$ cat config.mk
export PLATFORM = sky130hd
export DESIGN_NAME = dsp48a1_mac_sequencer
export DESIGN_NICKNAME = d
export VERILOG_FILES = /design/src/rtl/dsp48a1_pkg.sv /design/src/rtl/dsp48a1_opmode_delay.sv /design/src/rtl/dsp48a1_mac_sequencer.sv
export SDC_FILE = /design/constraint.sdc
export NUM_CORES = 1
export LEC_CHECK = 0
export ABC_AREA = 0
export BUFFER_PORTS_ARGS = -buffer_cell sky130_fd_sc_hd__buf_2
export CORE_ASPECT_RATIO = 1.4
export CORE_MARGIN = 2
export CORE_UTILIZATION = 49
export DETAILED_ROUTE_END_ITERATION = 10
export PLACE_DENSITY = 0.84
export SKIP_CTS_REPAIR_TIMING = 1
export SLEW_MARGIN = 25
export SYNTH_ARGS = -nofsm -noshare
export SYNTH_HDL_FRONTEND = slang
export SYNTH_SLANG_ARGS = --single-unit
$ cat constraint.sdc
create_clock -name CLK -period 2.9 [get_ports CLK]
set_input_delay 0.29 -clock CLK [delete_from_list [all_inputs] [get_ports CLK]]
set_output_delay 0.29 -clock CLK [all_outputs]
set_load 0.02 [all_outputs]
$ cat src/rtl/dsp48a1_pkg.sv
// ----------------------------------------------------------------------------
// dsp48a1_pkg
// Shared definitions for the DSP48A1 MAC sequencer:
//   - OPMODE field encodings for the X and Z post-adder multiplexers
//   - the two OPMODE words the sequencer issues (multiply-clear, multiply-acc)
//   - the sequencer FSM state type
//   - datapath widths of the DSP48A1 ports
// ----------------------------------------------------------------------------
package dsp48a1_pkg;

    // DSP48A1 port widths
    localparam int A_W   = 18;
    localparam int B_W   = 18;
    localparam int P_W   = 48;
    localparam int OPM_W = 8;

    // OPMODE[1:0]: X multiplexer select
    localparam logic [1:0] X_ZERO = 2'b00;
    localparam logic [1:0] X_M    = 2'b01;
    localparam logic [1:0] X_P    = 2'b10;
    localparam logic [1:0] X_DAB  = 2'b11;

    // OPMODE[3:2]: Z multiplexer select
    localparam logic [1:0] Z_ZERO = 2'b00;
    localparam logic [1:0] Z_PCIN = 2'b01;
    localparam logic [1:0] Z_P    = 2'b10;
    localparam logic [1:0] Z_C    = 2'b11;

    // Upper OPMODE bits stay zero: add, no pre-adder, CIN=0.
    // P = M (starts a new sum, discarding whatever P held)
    localparam logic [7:0] OP_MUL_CLR = {4'b0000, Z_ZERO, X_M};
    // P = P + M
    localparam logic [7:0] OP_MAC     = {4'b0000, Z_P, X_M};

    typedef enum logic [1:0] {
        IDLE  = 2'd0,
        RUN   = 2'd1,
        DRAIN = 2'd2,
        DONE  = 2'd3
    } state_t;

endpackage

$ cat src/rtl/dsp48a1_opmode_delay.sv
// ----------------------------------------------------------------------------
// dsp48a1_opmode_delay
// OPM_SKEW-deep shift register that delays the OPMODE tag so that it reaches
// the DSP OPMODE pin the right number of cycles after its operands reach the
// A/B pins (the DSP registers OPMODE later in its pipeline than A/B).
// Ports:
//   CLK      in   clock, posedge
//   RST      in   synchronous active-high reset, clears the line to 8'h00
//   opm_in   in   tag aligned with the operands on dsp_a/dsp_b
//   opm_out  out  tag delayed by OPM_SKEW cycles
// ----------------------------------------------------------------------------
module dsp48a1_opmode_delay
    import dsp48a1_pkg::*;
#(
    parameter int OPM_SKEW = 1
) (
    input  logic             CLK,
    input  logic             RST,
    input  logic [OPM_W-1:0] opm_in,
    output logic [OPM_W-1:0] opm_out
);

    generate
        if (OPM_SKEW == 0) begin : g_bypass
            assign opm_out = opm_in;
        end else begin : g_shift
            logic [OPM_W-1:0] sr_q [OPM_SKEW];
            logic [OPM_W-1:0] sr_d [OPM_SKEW];

            // next value of each stage: shift one position toward the output
            always_comb begin
                sr_d[0] = opm_in;
                for (int i = 1; i < OPM_SKEW; i++) begin
                    sr_d[i] = sr_q[i-1];
                end
            end

            // stage registers
            always_ff @(posedge CLK) begin
                if (RST) begin
                    for (int i = 0; i < OPM_SKEW; i++) begin
                        sr_q[i] <= {OPM_W{1'b0}};
                    end
                end else begin
                    for (int i = 0; i < OPM_SKEW; i++) begin
                        sr_q[i] <= sr_d[i];
                    end
                end
            end

            assign opm_out = sr_q[OPM_SKEW-1];
        end
    endgenerate

endmodule

$ cat src/rtl/dsp48a1_mac_sequencer.sv
// ----------------------------------------------------------------------------
// dsp48a1_mac_sequencer
// Drives an external Spartan-6 DSP48A1 as a streaming multiply-accumulate
// engine computing P = sum(A[i]*B[i]) over a job of len operand pairs.
// Ports:
//   CLK, RST          clock / synchronous active-high reset
//   start, len        job request (sampled in IDLE only) and product count
//   busy              high whenever the FSM is not in IDLE
//   s_valid/s_ready   operand stream handshake, s_a/s_b 18-bit signed
//   r_valid/r_ready   result handshake, r_data 48-bit signed (wraps)
//   dsp_a, dsp_b      operands to the DSP A/B pins
//   dsp_opmode        OPMODE word, skewed to match the DSP OPMODE register
//   dsp_ce, dsp_rst   common clock-enable / reset for every DSP register
//   dsp_p             DSP P output
// ----------------------------------------------------------------------------
module dsp48a1_mac_sequencer
    import dsp48a1_pkg::*;
#(
    parameter int LEN_W    = 8,
    parameter int DATA_LAT = 3,
    parameter int OPM_SKEW = 1
) (
    input  logic             CLK,
    input  logic             RST,
    input  logic             start,
    input  logic [LEN_W-1:0] len,
    output logic             busy,
    input  logic             s_valid,
    output logic             s_ready,
    input  logic [A_W-1:0]   s_a,
    input  logic [B_W-1:0]   s_b,
    output logic             r_valid,
    input  logic             r_ready,
    output logic [P_W-1:0]   r_data,
    output logic [A_W-1:0]   dsp_a,
    output logic [B_W-1:0]   dsp_b,
    output logic [OPM_W-1:0] dsp_opmode,
    output logic             dsp_ce,
    output logic             dsp_rst,
    input  logic [P_W-1:0]   dsp_p
);

    localparam int DRN_W = (DATA_LAT < 1) ? 1 : $clog2(DATA_LAT + 1);

    state_t             state_q,   state_d;
    logic [LEN_W-1:0]   cnt_q,     cnt_d;
    logic               first_q,   first_d;
    logic [DRN_W-1:0]   drain_q,   drain_d;
    logic               busy_q,    busy_d;
    logic               s_ready_q, s_ready_d;
    logic               r_valid_q, r_valid_d;
    logic [P_W-1:0]     r_data_q,  r_data_d;
    logic [A_W-1:0]     dsp_a_q,   dsp_a_d;
    logic [B_W-1:0]     dsp_b_q,   dsp_b_d;
    logic [OPM_W-1:0]   tag_q,     tag_d;
    logic               dsp_ce_q,  dsp_ce_d;
    logic               dsp_rst_q, dsp_rst_d;

    // next-state and next-output logic of the sequencer FSM
    always_comb begin
        state_d   = state_q;
        cnt_d     = cnt_q;
        first_d   = first_q;
        drain_d   = drain_q;
        s_ready_d = s_ready_q;
        r_valid_d = r_valid_q;
        r_data_d  = r_data_q;
        // default is a bubble: zero operands give M=0
        dsp_a_d   = {A_W{1'b0}};
        dsp_b_d   = {B_W{1'b0}};
        tag_d     = OP_MAC;
        dsp_ce_d  = dsp_ce_q;
        dsp_rst_d = 1'b0;

        case (state_q)
            IDLE: begin
                s_ready_d = 1'b0;
                r_valid_d = 1'b0;
                dsp_ce_d  = 1'b0;
                tag_d     = OP_MUL_CLR;
                if (start) begin
                    if (len == {LEN_W{1'b0}}) begin
                        // empty job: answer immediately, DSP stays frozen
                        state_d   = DONE;
                        r_data_d  = {P_W{1'b0}};
                        r_valid_d = 1'b1;
                    end else begin
                        state_d   = RUN;
                        cnt_d     = len;
                        first_d   = 1'b1;
                        s_ready_d = 1'b1;
                        dsp_ce_d  = 1'b1;
                    end
                end else begin
                    state_d = IDLE;
                end
            end

            RUN: begin
                // bubbles before the first pair may clear P; the first real
                // product clears it again, so this is harmless
                tag_d = first_q ? OP_MUL_CLR : OP_MAC;
                if (s_valid && s_ready_q) begin
                    dsp_a_d = s_a;
                    dsp_b_d = s_b;
                    first_d = 1'b0;
                    cnt_d   = cnt_q - LEN_W'(1);
                    if (cnt_q == LEN_W'(1)) begin
                        s_ready_d = 1'b0;
                        drain_d   = {DRN_W{1'b0}};
                        state_d   = DRAIN;
                    end else begin
                        state_d = RUN;
                    end
                end else begin
                    state_d = RUN;
                end
            end

            DRAIN: begin
                // drain_q counts cycles since the last pair sat on dsp_a/dsp_b;
                // once it reaches DATA_LAT the final sum is on dsp_p
                if (drain_q == DRN_W'(DATA_LAT)) begin
                    r_data_d  = dsp_p;
                    r_valid_d = 1'b1;
                    dsp_ce_d  = 1'b0;
                    state_d   = DONE;
                end else begin
                    drain_d = drain_q + DRN_W'(1);
                    state_d = DRAIN;
                end
            end

            DONE: begin
                dsp_ce_d = 1'b0;
                if (r_valid_q && r_ready) begin
                    r_valid_d = 1'b0;
                    state_d   = IDLE;
                end else begin
                    state_d = DONE;
                end
            end

            default: begin
                state_d   = IDLE;
                s_ready_d = 1'b0;
                r_valid_d = 1'b0;
                dsp_ce_d  = 1'b0;
            end
        endcase

        busy_d = (state_d != IDLE);
    end

    // state and registered outputs
    always_ff @(posedge CLK) begin
        if (RST) begin
            state_q   <= IDLE;
            cnt_q     <= {LEN_W{1'b0}};
            first_q   <= 1'b0;
            drain_q   <= {DRN_W{1'b0}};
            busy_q    <= 1'b0;
            s_ready_q <= 1'b0;
            r_valid_q <= 1'b0;
            r_data_q  <= {P_W{1'b0}};
            dsp_a_q   <= {A_W{1'b0}};
            dsp_b_q   <= {B_W{1'b0}};
            tag_q     <= {OPM_W{1'b0}};
            dsp_ce_q  <= 1'b0;
            dsp_rst_q <= 1'b1;
        end else begin
            state_q   <= state_d;
            cnt_q     <= cnt_d;
            first_q   <= first_d;
            drain_q   <= drain_d;
            busy_q    <= busy_d;
            s_ready_q <= s_ready_d;
            r_valid_q <= r_valid_d;
            r_data_q  <= r_data_d;
            dsp_a_q   <= dsp_a_d;
            dsp_b_q   <= dsp_b_d;
            tag_q     <= tag_d;
            dsp_ce_q  <= dsp_ce_d;
            dsp_rst_q <= dsp_rst_d;
        end
    end

    // tag_q is aligned with dsp_a/dsp_b; delay it onto the OPMODE pin
    dsp48a1_opmode_delay #(
        .OPM_SKEW (OPM_SKEW)
    ) u_opm_delay (
        .CLK     (CLK),
        .RST     (RST),
        .opm_in  (tag_q),
        .opm_out (dsp_opmode)
    );

    assign busy    = busy_q;
    assign s_ready = s_ready_q;
    assign r_valid = r_valid_q;
    assign r_data  = r_data_q;
    assign dsp_a   = dsp_a_q;
    assign dsp_b   = dsp_b_q;
    assign dsp_ce  = dsp_ce_q;
    assign dsp_rst = dsp_rst_q;

endmodule
==> key figures <==
Place
  – Post-DP HPWL: 7228 um
  – Placer Congestion: 0.8512
  – Post-DP Area: 4866 um^2
  – Pre-CTS setup slack: 1007 ps
  – Port bufs: 187

Critical path
  – Data required, critical path: between 3000 and 4000 ps
  – FF-to-FF End: r_data[22]$_SDFFE_PP0P_
  – Crit path launch type: flop
  – R2r worst-path depth: 5
  – Flop2flop setup slack: 960 ps
  – R2R Path Start: state_q[1]$_SDFF_PP0_
  – Crit end category: flop
  – WP data arrival: 2210 ps
  – Kind of critical path: flop to flop
  – CP Max Fanout: 48

Floorplanning
  – DIE AREA: 8845 um^2
  – Ports: 194
  – Core Box Area: 7797 um^2
  – DIE WIDTH: 80.06 um
  – Initial Utilization: 0.5090
  – Die Ht: 110.5 um
  – Rows: 38

STA
  – Final worst path period need: 1936 ps
  – Final setup vio count: 0
  – Worst slew margin: 0.3619
  – Final worst-path cycle share: 0.6676
  – RSZ-0062 raised after global routing: no
  – Hold Vio Cnt, Final: 0
  – Fmax: 516.5 MHz
  – Setup TNS: 0 ps
  – Setup slack after layout: 964.0 ps
  – Max Transition Viols Final: 0
  – Worst Max-Slew Pin Slew: 956.1 ps
  – Final clock skew: about 9.9 ps

Detailed routing
  – DRT Pass-1 Iters: 4
  – Drt wl/cell: ~14 um
  – Vias per Instance: 5.351
  – Routed via count: 3783
  – Initial DRC count: between 200 and 250
  – Final wirelength: 10240 um
  – Remaining DRCs: 0
  – Post-route ant nets: 0

Final layout
  – Area grow syn2layout: 27.77%
  – N_diodes: 0
  – Final non-filler cell area: 5071 um^2
  – Number of nets in the layout: 702
  – Multi-input gate area: 1610 um^2
  – FILL cells: 665
  – Flip-flop and latch area: 2123 um^2
  – Ratio of cells with drive above 1 in the final layout: 0.3558

Clocking
  – Root Driver: clkbuf_8
  – Htree depth: 3
  – Max clock buf depth: 2
  – CTS Buf Count: 9
  – Clock Sinks: 106
  – TritonCTS clock tree: built
  – Clk slew on worst S/H paths: 100 ps
  – Worst-skew pair later-pin latency: 350 ps

Yosys
  – XOR/XNOR Fraction of Synth Area: 0
  – Yosys cell types: 44
  – Yosys reg bits: 106
  – Compound-Gate Fraction of Synth Area: 0.1920
  – EDFF count, synth: 0
  – Post-synth top flop: dfxtp_1
  – YS warnings: 0
  – Synth Area per Inst: 9.082 um^2
  – Post-Syn Instances: 437
  – Seq/Total Area, Yosys: 0.5347
  – Mapped cell area: 3969 um^2
  – Main combinational cell family by area after synthesis: compound AO/OA/AOI/OAI gates
  – Multiplexer area fraction after synthesis: 0.007566
  – Synth Area in Simple Gates: 0.1895
  – FFs w/ async S/R, synth: 0
  – Adder-Cell Fraction of Synth Area: 0.009458

Global routing
  – First-pass GRT wire length: 16260 um
  – Grt ovf: 0
  – Largest net degree at the start of global routing: 60
  – Vias in the first global route: 3550
  – Initial antenna violation count: 0
  – Overall Global Routing Usage: 0.2277

Run status
  – Outcome: finished, final reports clean

Hold path
  – Hold path depth: 3
  – Worst min path class: input pin to flop
  – Hold path endpoint: r_data[16]$_SDFFE_PP0P_
  – HP Start: dsp_p[16]

Pwr
  – Sequential power share: 0.548
  – Sw Pwr: 0.7242 mW
  – Cell Int Power: 2.079 mW
  – Leakage: 2.421 nW
  – Switching Share: 0.2583
  – Clk pwr share: 0.327
  – PD cells: around 550 nW/um^2
  – Comb power frac: 0.125
  – Peak supply drop: approximately 0.38 mV

Run
  – MaxCap Viol Count: 0
## per-stage QoR
step	instances	power (mW)	hold WS [ps]	utilization
finish	707	2.803	159.6	0.6504
global route	707	2.925	135.9	0.6504
CTS	707	2.828	139.2	0.6504
detailed placement	691	1.917	425.6	0.6240
global placement	691	1.910	419.4	0.6240
floorplan	442	1.793	317.7	-
## cell families (layout without fill, tap and decap cells)
kind of cell / count (synthesis) / in the layout
flops: 106 / 106
compound gates: 133 / 133
buf+inv: 51 / 216
other cells: 1 / 6
mux: 3 / 3
simple gates: 140 / 140
fa+ha+maj: 3 / 3
## flip-flops by register name, summed over array words and instances, names as in the netlist, 2 cells and up
signal / flops
state_q: 2
r_data: 48
dsp_a: 18
u_opm_delay.g_shift.sr_q: 2
tag_q: 2
dsp_b: 18
cnt_q: 8
drain_q: 2
## layer usage
| layer | GRT usage | part of all wire |
|---|---|---|
| met5 | 0 | 0 |
| met4 | 0.1006 | 0.023 |
| met3 | 0.07843 | 0.12 |
| met1 | 0.2682 | 0.39 |
| met2 | 0.3689 | 0.47 |
## how the worst max path moves through the flow
stage | cells after the start | slack [ps] | endpoint | startpoint
after floorplan | 6 | 1460 | r_data[41]$_SDFFE_PP0P_ | len[2]
after global placement | 3 | 1070 | cnt_q[6]$_SDFFE_PP0P_ | RST
after detailed placement | 3 | 1010 | cnt_q[6]$_SDFFE_PP0P_ | RST
after CTS | 5 | 1010 | r_data[22]$_SDFFE_PP0P_ | state_q[1]$_SDFF_PP0_
after global routing | 5 | 720 | r_data[22]$_SDFFE_PP0P_ | state_q[1]$_SDFF_PP0_
final | 5 | 960 | r_data[22]$_SDFFE_PP0P_ | state_q[1]$_SDFF_PP0_
## power groups by stage
stage	clock network (mW)	registers, mW	logic, mW
global route	0.997	1.54	0.386
floorplan	0	1.57	0.226
CTS	0.944	1.53	0.349
global placement	0	1.57	0.343
detailed placement	0	1.57	0.347
finish	0.917	1.54	0.351
## worst max-delay path, stage by stage, from the launching register on
cell	delay, ps
dfxtp_1	700
inv_1	230
a41oi_2	190
buf_4	400
o21ai_0	130
a21oi_1	190
## cells in the mapped netlist, drive strengths merged, types with 2 or more instances
library cell / number / area (um^2)
nor2b: 6 / 37.54
a22o: 2 / 17.52
nand4: 3 / 18.77
nor2: 9 / 33.78
nor3b: 2 / 20.02
nor3: 5 / 25.02
a211oi: 3 / 22.52
ha: 3 / 37.54
dfxtp: 106 / 2122
mux2i: 3 / 30.03
a21oi: 58 / 294.0
a311oi: 2 / 17.52
nor4: 3 / 63.81
clkbuf: 27 / 101.4
nand3: 9 / 45.04
and2: 2 / 12.51
o32ai: 3 / 26.28
nand3b: 2 / 15.01
buf: 17 / 133.9
inv: 7 / 26.28
a31oi: 2 / 12.51
and3: 36 / 225.2
a221oi: 2 / 17.52
o21ai: 52 / 260.3
nand2: 59 / 221.5
## cells in the final DEF (no fill, tap or decap), types with 3 or more instances in the layout
cell and n:
buf_2 187, dfxtp_1 105, nand2_1 59, a21oi_1 57, o21ai_0 47, and3_1 36
clkbuf_8 11, nand3_1 9, nor2_1 9, inv_1 7, nor2b_1 6, conb_1 6
buf_4 6, nor3_1 5, o21ai_1 5, nor4_4 3, nand4_1 3, mux2i_1 3
o32ai_1 3, a211oi_1 3, ha_1 3
## final cells by class
class	instances	share of cell area
clock inverters	4	0.009869
repair buffers	193	0.1934
clock buffers	12	0.03059
multi-input cells	285	0.3175
flip-flops and latches	106	0.4187
inverters	7	0.005181
well taps	100	0.02467
(Power assumes the default switching activity.)
